==> src/rtl/exec_unit.sv <==
// exec_unit: registered integer execution unit between an RS issue port and the CDB.
// Single-cycle RV32I ALU/jump/branch ops, iterative shift-add RV32M multiplies,
// result held until granted, everything in flight dropped on flush.
module exec_unit #(
    parameter int XLEN      = 32,
    parameter int ROB_WIDTH = 4,
    parameter int OP_WIDTH  = 6
) (
    input  logic                 clk,
    input  logic                 rst,
    input  logic                 flush,
    input  logic                 in_valid,
    output logic                 in_ready,
    input  logic [OP_WIDTH-1:0]  in_op,
    input  logic [XLEN-1:0]      in_a,
    input  logic [XLEN-1:0]      in_b,
    input  logic [XLEN-1:0]      in_imm,
    input  logic [XLEN-1:0]      in_pc,
    input  logic [ROB_WIDTH-1:0] in_tag,
    output logic                 out_valid,
    input  logic                 out_grant,
    output logic [XLEN-1:0]      out_data,
    output logic [ROB_WIDTH-1:0] out_tag,
    output logic                 out_jump,
    output logic [XLEN-1:0]      out_jump_addr
);

    localparam int SHW = $clog2(XLEN);
    localparam int CW  = $clog2(XLEN) + 1;

    localparam logic [OP_WIDTH-1:0] OP_ADD    = OP_WIDTH'(1);
    localparam logic [OP_WIDTH-1:0] OP_SUB    = OP_WIDTH'(2);
    localparam logic [OP_WIDTH-1:0] OP_AND    = OP_WIDTH'(3);
    localparam logic [OP_WIDTH-1:0] OP_OR     = OP_WIDTH'(4);
    localparam logic [OP_WIDTH-1:0] OP_XOR    = OP_WIDTH'(5);
    localparam logic [OP_WIDTH-1:0] OP_ADDI   = OP_WIDTH'(6);
    localparam logic [OP_WIDTH-1:0] OP_ANDI   = OP_WIDTH'(7);
    localparam logic [OP_WIDTH-1:0] OP_ORI    = OP_WIDTH'(8);
    localparam logic [OP_WIDTH-1:0] OP_XORI   = OP_WIDTH'(9);
    localparam logic [OP_WIDTH-1:0] OP_SLL    = OP_WIDTH'(10);
    localparam logic [OP_WIDTH-1:0] OP_SRL    = OP_WIDTH'(11);
    localparam logic [OP_WIDTH-1:0] OP_SRA    = OP_WIDTH'(12);
    localparam logic [OP_WIDTH-1:0] OP_SLLI   = OP_WIDTH'(13);
    localparam logic [OP_WIDTH-1:0] OP_SRLI   = OP_WIDTH'(14);
    localparam logic [OP_WIDTH-1:0] OP_SRAI   = OP_WIDTH'(15);
    localparam logic [OP_WIDTH-1:0] OP_SLT    = OP_WIDTH'(16);
    localparam logic [OP_WIDTH-1:0] OP_SLTI   = OP_WIDTH'(17);
    localparam logic [OP_WIDTH-1:0] OP_SLTU   = OP_WIDTH'(18);
    localparam logic [OP_WIDTH-1:0] OP_SLTIU  = OP_WIDTH'(19);
    localparam logic [OP_WIDTH-1:0] OP_LUI    = OP_WIDTH'(20);
    localparam logic [OP_WIDTH-1:0] OP_AUIPC  = OP_WIDTH'(21);
    localparam logic [OP_WIDTH-1:0] OP_JAL    = OP_WIDTH'(22);
    localparam logic [OP_WIDTH-1:0] OP_JALR   = OP_WIDTH'(23);
    localparam logic [OP_WIDTH-1:0] OP_BEQ    = OP_WIDTH'(24);
    localparam logic [OP_WIDTH-1:0] OP_BNE    = OP_WIDTH'(25);
    localparam logic [OP_WIDTH-1:0] OP_BLT    = OP_WIDTH'(26);
    localparam logic [OP_WIDTH-1:0] OP_BGE    = OP_WIDTH'(27);
    localparam logic [OP_WIDTH-1:0] OP_BLTU   = OP_WIDTH'(28);
    localparam logic [OP_WIDTH-1:0] OP_BGEU   = OP_WIDTH'(29);
    localparam logic [OP_WIDTH-1:0] OP_MUL    = OP_WIDTH'(30);
    localparam logic [OP_WIDTH-1:0] OP_MULH   = OP_WIDTH'(31);
    localparam logic [OP_WIDTH-1:0] OP_MULHSU = OP_WIDTH'(32);
    localparam logic [OP_WIDTH-1:0] OP_MULHU  = OP_WIDTH'(33);

    typedef enum logic [1:0] {IDLE, MUL_BUSY, HOLD} state_t;

    state_t              state;
    logic [CW-1:0]       cnt;
    logic [2*XLEN-1:0]   acc;
    logic [2*XLEN-1:0]   mcand;
    logic [XLEN-1:0]     mplier;
    logic                neg;
    logic                mul_high;

    logic                accept;
    logic                is_mul;
    logic                a_neg;
    logic                b_neg;
    logic [XLEN-1:0]     a_mag;
    logic [XLEN-1:0]     b_mag;
    logic [2*XLEN-1:0]   prod;
    logic [XLEN-1:0]     alu_data;
    logic                alu_jump;
    logic [XLEN-1:0]     alu_addr;

    assign in_ready = !rst && !flush && (state == IDLE || (state == HOLD && out_grant));
    assign accept   = in_valid && in_ready;
    assign is_mul   = (in_op == OP_MUL) || (in_op == OP_MULH) ||
                      (in_op == OP_MULHSU) || (in_op == OP_MULHU);

    // Multiply operand magnitudes and final signed product
    always_comb begin
        a_neg = ((in_op == OP_MULH) || (in_op == OP_MULHSU)) && in_a[XLEN-1];
        b_neg = (in_op == OP_MULH) && in_b[XLEN-1];
        a_mag = a_neg ? -in_a : in_a;
        b_mag = b_neg ? -in_b : in_b;
        prod  = neg ? -acc : acc;
    end

    // Single-cycle ALU, jump and branch result
    always_comb begin
        logic [XLEN-1:0] pc4;
        logic            taken;
        pc4      = in_pc + XLEN'(4);
        taken    = 1'b0;
        alu_data = '0;
        alu_jump = 1'b0;
        alu_addr = '0;
        case (in_op)
            OP_ADD:   alu_data = in_a + in_b;
            OP_SUB:   alu_data = in_a - in_b;
            OP_AND:   alu_data = in_a & in_b;
            OP_OR:    alu_data = in_a | in_b;
            OP_XOR:   alu_data = in_a ^ in_b;
            OP_ADDI:  alu_data = in_a + in_imm;
            OP_ANDI:  alu_data = in_a & in_imm;
            OP_ORI:   alu_data = in_a | in_imm;
            OP_XORI:  alu_data = in_a ^ in_imm;
            OP_SLL:   alu_data = in_a << in_b[SHW-1:0];
            OP_SRL:   alu_data = in_a >> in_b[SHW-1:0];
            OP_SRA:   alu_data = $signed(in_a) >>> in_b[SHW-1:0];
            OP_SLLI:  alu_data = in_a << in_imm[SHW-1:0];
            OP_SRLI:  alu_data = in_a >> in_imm[SHW-1:0];
            OP_SRAI:  alu_data = $signed(in_a) >>> in_imm[SHW-1:0];
            OP_SLT:   alu_data = XLEN'($signed(in_a) < $signed(in_b));
            OP_SLTI:  alu_data = XLEN'($signed(in_a) < $signed(in_imm));
            OP_SLTU:  alu_data = XLEN'(in_a < in_b);
            OP_SLTIU: alu_data = XLEN'(in_a < in_imm);
            OP_LUI:   alu_data = in_imm;
            OP_AUIPC: alu_data = in_pc + in_imm;
            OP_JAL:   alu_data = pc4;
            OP_JALR: begin
                alu_data = pc4;
                alu_jump = 1'b1;
                alu_addr = (in_a + in_imm) & ~XLEN'(1);
            end
            OP_BEQ, OP_BNE, OP_BLT, OP_BGE, OP_BLTU, OP_BGEU: begin
                case (in_op)
                    OP_BEQ:  taken = (in_a == in_b);
                    OP_BNE:  taken = (in_a != in_b);
                    OP_BLT:  taken = ($signed(in_a) < $signed(in_b));
                    OP_BGE:  taken = ($signed(in_a) >= $signed(in_b));
                    OP_BLTU: taken = (in_a < in_b);
                    default: taken = (in_a >= in_b);
                endcase
                alu_data = XLEN'(taken);
                alu_jump = taken;
                alu_addr = taken ? (in_pc + in_imm) : pc4;
            end
            default: ;
        endcase
    end

    // Control FSM, multiply datapath and registered CDB outputs
    always_ff @(posedge clk) begin
        if (rst) begin
            state         <= IDLE;
            cnt           <= '0;
            acc           <= '0;
            mcand         <= '0;
            mplier        <= '0;
            neg           <= 1'b0;
            mul_high      <= 1'b0;
            out_valid     <= 1'b0;
            out_jump      <= 1'b0;
            out_data      <= '0;
            out_tag       <= '0;
            out_jump_addr <= '0;
        end else if (flush) begin
            state     <= IDLE;
            out_valid <= 1'b0;
            out_jump  <= 1'b0;
        end else begin
            case (state)
                IDLE, HOLD: begin
                    if (accept) begin
                        out_tag <= in_tag;
                        if (is_mul) begin
                            acc       <= '0;
                            mcand     <= {{XLEN{1'b0}}, a_mag};
                            mplier    <= b_mag;
                            neg       <= a_neg ^ b_neg;
                            mul_high  <= (in_op != OP_MUL);
                            cnt       <= CW'(XLEN);
                            out_valid <= 1'b0;
                            out_jump  <= 1'b0;
                            state     <= MUL_BUSY;
                        end else begin
                            out_data      <= alu_data;
                            out_jump      <= alu_jump;
                            out_jump_addr <= alu_addr;
                            out_valid     <= 1'b1;
                            state         <= HOLD;
                        end
                    end else if (state == HOLD && out_grant) begin
                        out_valid <= 1'b0;
                        out_jump  <= 1'b0;
                        state     <= IDLE;
                    end
                end
                MUL_BUSY: begin
                    if (cnt != '0) begin
                        if (mplier[0]) begin
                            acc <= acc + mcand;
                        end
                        mcand  <= mcand << 1;
                        mplier <= mplier >> 1;
                        cnt    <= cnt - CW'(1);
                    end else begin
                        out_data      <= mul_high ? prod[2*XLEN-1:XLEN] : prod[XLEN-1:0];
                        out_jump      <= 1'b0;
                        out_jump_addr <= '0;
                        out_valid     <= 1'b1;
                        state         <= HOLD;
                    end
                end
                default: state <= IDLE;
            endcase
        end
    end

endmodule

==> config.mk <==
export PLATFORM = sky130hd
export DESIGN_NAME = exec_unit
export DESIGN_NICKNAME = d
export VERILOG_FILES = /design/src/rtl/exec_unit.sv
export SDC_FILE = /design/constraint.sdc
export NUM_CORES = 2
export LEC_CHECK = 0
export ABC_AREA = 1
export BUFFER_PORTS_ARGS = -buffer_cell sky130_fd_sc_hd__buf_4
export CELL_PAD_IN_SITES_DETAIL_PLACEMENT = 1
export CELL_PAD_IN_SITES_GLOBAL_PLACEMENT = 2
export CORE_ASPECT_RATIO = 0.8
export CORE_MARGIN = 5
export CORE_UTILIZATION = 35
export DETAILED_ROUTE_END_ITERATION = 16
export PLACE_DENSITY = 0.86
export SLEW_MARGIN = 5
export SYNTH_ARGS = -nofsm -noshare
export SYNTH_HDL_FRONTEND = slang
export SYNTH_SLANG_ARGS = --single-unit
==> constraint.sdc <==
create_clock -name clk -period 5 [get_ports clk]
set_input_delay 0.25 -clock clk [delete_from_list [all_inputs] [get_ports clk]]
set_output_delay 0.25 -clock clk [all_outputs]
set_load 0.005 [all_outputs]
Word-level counts from Yosys, hierarchy flattened
Cells that the tools add are included.
- register bits after elaboration: 240
- output and inout bits: 71
- logic and storage cells: 163
- add/subtract/negate cells: 10
- $lt $le $gt $ge: 6
- equal/unequal tests: 45
- shifts and indexed selects: 6
- mux-type cells: 49
- bitwise logic cells: 8
- reduce and logical (&&, ||, !) cells: 27
- operators with widths (operator ; count):
    case mux 32 bit (23 select lines) ; 1
    2-to-1 mux 64 bit ; 8
    2-to-1 mux 32 bit ; 13
    case mux 32 bit (2 select lines) ; 4
    case mux 64 bit (2 select lines) ; 2
    less-than comparator 32 bit ; 4
    adder 32 bit ; 3
    == test 6 x 5 -> 1 bit, second input constant ; 16
    adder 64 bit ; 1
    bitwise AND 32 bit ; 2
    greater-or-equal comparator 32 bit ; 2
    negator 32 bit ; 2
    negator 64 bit ; 1
    bitwise OR 32 bit ; 2
    left shift 32 x 5 -> 32 bit ; 2
    >> shifter 32 x 5 -> 32 bit ; 2
    >>> shifter 32 x 5 -> 32 bit ; 2
    XOR 32 bit ; 2
    == test 6 x 4 -> 1 bit, second input constant ; 8
    adder 32 x 3 -> 32 bit, second input constant ; 1
    == test 32 bit ; 1
    != test 32 bit ; 1
    subtractor 32 bit ; 1
    == test 6 x 3 -> 1 bit, second input constant ; 4
    other kinds (31) ; 66

Longest topological paths before layout
- word-level depth: 8
- depth in mapped cells: 25

Worst setup path after synthesis
Ideal clock, no wire load.
- path kind: input port to flip-flop
- from: input port in_b[23]
- to: register out_jump_addr[17]
- library setup time: 0.132 ns
- arrival: 2.582 ns
- setup slack: 2.286 ns
- stages: 18
- path through: clkbuf_1 > inv_1 > ha_1 > clkbuf_1 > nand2_1 > nor2_1 > nand2_1 > nor2_1 > nand3_1 > a21oi_1 > nand3_1 > inv_1 > nand2_1 > nand2_1 > clkbuf_1 > nand2_1 > nand3_1 > a21oi_1
- longest elaborated chain between the ends: 8
- elaborated cells on any way between the ends: 13
- classes of those cells: order compare (4); eq/ne (2); mux (7)
- ends and longest elaborated chain (what ; RTL line ; RTL):
    from (decl) ; 16 ; input logic [XLEN-1:0] in_b,
    greater-or-equal comparator 32 bit (tied with other cells) ; 144 ; default: taken = (in_a >= in_b);
    case mux 1 bit (5 select lines) (*) ; 138 ; case (in_op)
    2-to-1 mux 1 bit (*) ; 109 ; case (in_op)
    2-to-1 mux 32 bit (*) ; 148 ; alu_addr = taken ? (in_pc + in_imm) : pc4;
    case mux 32 bit (2 select lines) (*) ; 109 ;
    2-to-1 mux 32 bit (*) ; 178 ; if (is_mul) begin
    2-to-1 mux 32 bit (*) ; 176 ; if (accept) begin
    case mux 32 bit (2 select lines) (*) ; 174 ; case (state)
    to (signal assigned) ; 191 ; out_jump_addr <= alu_addr;
    to (decl) ; 25 ; output logic [XLEN-1:0] out_jump_addr
Mark *: on every way between the ends. The rest lies on a longest branch, timed or not. The select of a mux whose other input is x is not followed.
A chain may end at the register's enable or synchronous reset.

Worst setup path in the final report
- from: input port in_a[0]
- to: register out_jump_addr[28]
- longest elaborated chain between the ends: 8
- elaborated cells on any way between the ends: 14
- classes of those cells: add/sub (1); order compare (4); eq/ne (2); mux (7)
- ends and longest elaborated chain (what ; RTL line ; RTL):
    from (decl) ; 15 ; input logic [XLEN-1:0] in_a,
    greater-or-equal comparator 32 bit (tied with other cells) ; 144 ;
    case mux 1 bit (5 select lines) ; 138 ;
    2-to-1 mux 1 bit ; 109 ;
    2-to-1 mux 32 bit ; 148 ;
    case mux 32 bit (2 select lines) (*) ; 109 ;
    2-to-1 mux 32 bit (*) ; 178 ;
    2-to-1 mux 32 bit (*) ; 176 ;
    case mux 32 bit (2 select lines) (*) ; 174 ;
Marked as above.

==> flow_summary_export.csv <==
group,metric,value,unit
timing,rsz0062_at_grt,"no",
power_and_ir_drop,powerDensity,178,nW/µm²
synthesis,synth-simple-area-share,40.7,%
routing,ant_nets,0,
worst_setup_path,max_stage_delay,540,ps
power_and_ir_drop,power_frac_seq,26.9,%
routing,drt_iter0_drc,6516,
power_and_ir_drop,power.internal,0.00401,W
timing,hold_violations,0,
worst_setup_path,path_max_fanout,24,
timing,fin_crit_sh,80.8,%
synthesis,ys_seq_area_share,13.3,%
floorplan,die_w,370,µm
floorplan,initial_core_util,35.3,%
synthesis,synth.mux.area_fraction,0.0830,%
timing,slew_violations,0,
cts,cts_max_path_buffers,3,
grt,grt_pass1_wl,347,mm
run_status,status,"complete, but fails checks",
final_layout,final_area,40700,µm²
routing,firstDrtPassIters,12,
synthesis,synth_edf_count,0,
synthesis,syn_area_per_cell,5.46,µm²
cts,clock_latency,650,ps
timing,relSlewSlack,20.6,%
power_and_ir_drop,power_switching,0.00321,W
final_layout,fillCellCount,14350,
cts,cts_tree,"done",
worst_hold_path,hp-class,"input pin to flip-flop",
final_layout,drive_above_1_share,7.78,%
worst_setup_path,slowest_stage,"dlygate4sd3_1",
worst_setup_path,crit_required,5480,ps
grt,antenna_found_initial,19,
worst_setup_path,crit_path_end_kind,"flip-flop",
run_status,violations,"design-rule violations",
synthesis,synth_compound_area_share,25.1,%
routing,remaining_drc_errors,1,
power_and_ir_drop,peakVddDrop,0.000266,V
final_layout,area_growth,12.3,%
worst_setup_path,startpoint_type,"input pin",
cts,clkTransAtPathRegs,60,ps
floorplan,core.rowCount,105,
cts,cts_sinks,240,
flow_run,cap_violations,0,
worst_setup_path,crit_type,"input pin to flip-flop",
synthesis,synthCells,6634,
cts,cts-root-buf,"clkbuf_16",
timing,max_freq,247,MHz
final_layout,fin_cells,8162,
synthesis,async_flop_share,0,%
routing,viasPerCell,6.21,
power_and_ir_drop,p_leak,18.8,nW
worst_setup_path,path_common_cell,"nand2_1",
worst_setup_path,cp.arrival,4520,ps
routing,vias,50667,
power_and_ir_drop,power_frac_clock,32.4,%
grt,grt_use_total,42.7,%
synthesis,synth_flop_cell,"dfxtp_1",
placement,placed_area,39500,µm²
grt,grt_pass1_vias,47980,
placement,placed_cells,8090,
timing,fin_skew,34.6,ps
synthesis,ys_ff_latch,240,
cts,htree_levels,1,
placement,io_buffers,213,
synthesis,synth_nets,7008,
synthesis,ys_warn_count,0,
floorplan,dieHeight,298,µm
synthesis,ys_types,66,
timing,tightest_slew,1190,ps
routing,wl,248,mm
floorplan,core_region_area,103000,µm²
routing,post_drt_wl_per_cell,30.3,µm
cts,cts_buffers,31,
floorplan,ioPinCount,214,
grt,grt_max_degree,101,
power_and_ir_drop,p_sw_share,44.4,%
grt,gr-total-overflow,0,
floorplan,dieArea,110000,µm²
synthesis,synth_xor_xnor_area_share,2.11,%
power_and_ir_drop,p_comb_share,40.7,%
synthesis,syn_area,36200,µm²
final_layout,nets,7117,
timing,setup_tns,0,ps
timing,setup_violations,0,
placement,gp_congestion,1.15,
synthesis,synth_top_family_by_area,"simple AND/OR/NAND/NOR gates",
timing,fin_crit,4040,ps
placement,dpl.hpwl,204,mm
cts,post_cts_buffers,0,
synthesis,yosys.area_share.adder,8.09,%
Yosys cell counts (8+ instances only):
cell type | n | area, µm²
o21ai_1 | 67 | 335
o211ai_1 | 75 | 563
or2_2 | 49 | 307
dfxtp_1 | 240 | 4800
nand3b_1 | 15 | 113
a31oi_1 | 30 | 188
nor3_1 | 116 | 581
a21o_1 | 25 | 188
a21oi_2 | 8 | 70.1
o21a_1 | 18 | 135
nor2_1 | 665 | 2500
clkbuf_1 | 193 | 724
buf_1 | 16 | 60.1
o22ai_1 | 11 | 68.8
nand3_1 | 721 | 3610
inv_2 | 15 | 56.3
a22oi_1 | 12 | 90.1
a21oi_1 | 636 | 3180
a211oi_1 | 12 | 90.1
nand2_2 | 10 | 62.6
o2111ai_1 | 25 | 219
nand2_1 | 1739 | 6530
a32o_1 | 12 | 120
o21bai_1 | 32 | 240
inv_1 | 676 | 2540
clkinv_1 | 12 | 45.0
buf_2 | 70 | 350
ha_1 | 226 | 2830
o31ai_1 | 11 | 82.6
o21ai_0 | 548 | 2740
o221ai_1 | 27 | 236
a21boi_0 | 22 | 165
xnor2_1 | 17 | 149
nor4_1 | 33 | 206
nand4_1 | 93 | 582
xor2_1 | 70 | 613
timing repair:
item / 4_1_cts / 5_1_grt
hold buffers: 11 / 0
resized for setup: 0 / 0
hold endpoints to repair: 33 / 0
sequential cells by signal, indices dropped and copies added (netlist names), 2 cells and up:
name	flops
acc	64
cnt	6
mcand	64
mplier	32
out_data	32
out_jump_addr	32
out_tag	4
state	2
critical path: cells and delay by family:
kind | cells | cell delay (ps)
buf+inv | 7 | 1630
simple gates | 16 | 2000
compound gates | 1 | 70
fa+ha+maj | 2 | 550
power by group through the flow:
| stage | logic (W) | registers (W) | clock network (W) |
|---|---|---|---|
| 2_1_floorplan | 0.00154 | 0.00198 | 0 |
| 3_3_place_gp | 0.00275 | 0.00199 | 0 |
| 3_5_place_dp | 0.00277 | 0.00199 | 0 |
| 4_1_cts | 0.00279 | 0.00194 | 0.00234 |
| 5_1_grt | 0.00308 | 0.00194 | 0.00242 |
| 6_report | 0.00294 | 0.00194 | 0.00234 |
final cells by class:
class                   instances  area (µm²)  area share, %
diodes                          7        17.5         0.0431
clock buffers                  41         873           2.15
clock inverters                13         146          0.360
inverters                     703        2640           6.50
multi-input cells            5403       27600           67.9
flip-flops and latches        240        4810           11.8
well taps                    1391        1740           4.28
repair buffers                364        2810           6.92
cell families after synthesis:
kind of cell | Yosys count
xor+xnor | 87
flops | 240
compound gates | 1609
mux | 3
fa+ha+maj | 231
simple gates | 3473
buf+inv | 991
cell usage in the layout (no fill, tap or decap), types with 27 or more instances in the layout:
cell,n
nand2_1,1738
nand3_1,719
inv_1,675
nor2_1,662
a21oi_1,636
o21ai_0,547
buf_4,348
dfxtp_1,239
ha_1,226
nor3_1,116
nand4_1,93
o211ai_1,75
xor2_1,70
o21ai_1,61
or2_2,49
nor4_1,33
o21bai_1,32
clkbuf_16,31
a31oi_1,30
o221ai_1,27
per-stage QoR:
| step | setup WS [ps] | total power [W] | util (%) | hold WS (ps) |
|---|---|---|---|---|
| 2_1_floorplan | 2290 | 0.00352 | - | 393 |
| 3_3_place_gp | 696 | 0.00474 | 38.5 | 440 |
| 3_5_place_dp | 634 | 0.00476 | 38.5 | 456 |
| 4_1_cts | 1160 | 0.00708 | 39.6 | 27.9 |
| 5_1_grt | 811 | 0.00744 | 39.6 | 65.1 |
| 6_report | 958 | 0.00722 | 39.6 | 46.7 |
layer usage:
layer / track usage [%] / vias to the layer above / part of all wire (%)
met1: 60.2 / 24799 / 43
met5: 0 / - / 0.050
met3: 13.6 / 531 / 13
met4: 19.1 / 20 / 5.6
li1: - / 22566 / -
met2: 58.8 / 2751 / 39
final timing paths:
path	slack (ps)	end	startpoint	cells after the start
worst min-delay path	50	out_jump_addr[1]	in_pc[1]	5
worst min register to register	470	mplier[1]	mplier[1]	2
worst max-delay path	960	out_jump_addr[28]	in_a[0]	26
worst max register to register	1170	acc[42]	state[0]	8
Note: power is estimated with default switching activity, not from simulation.
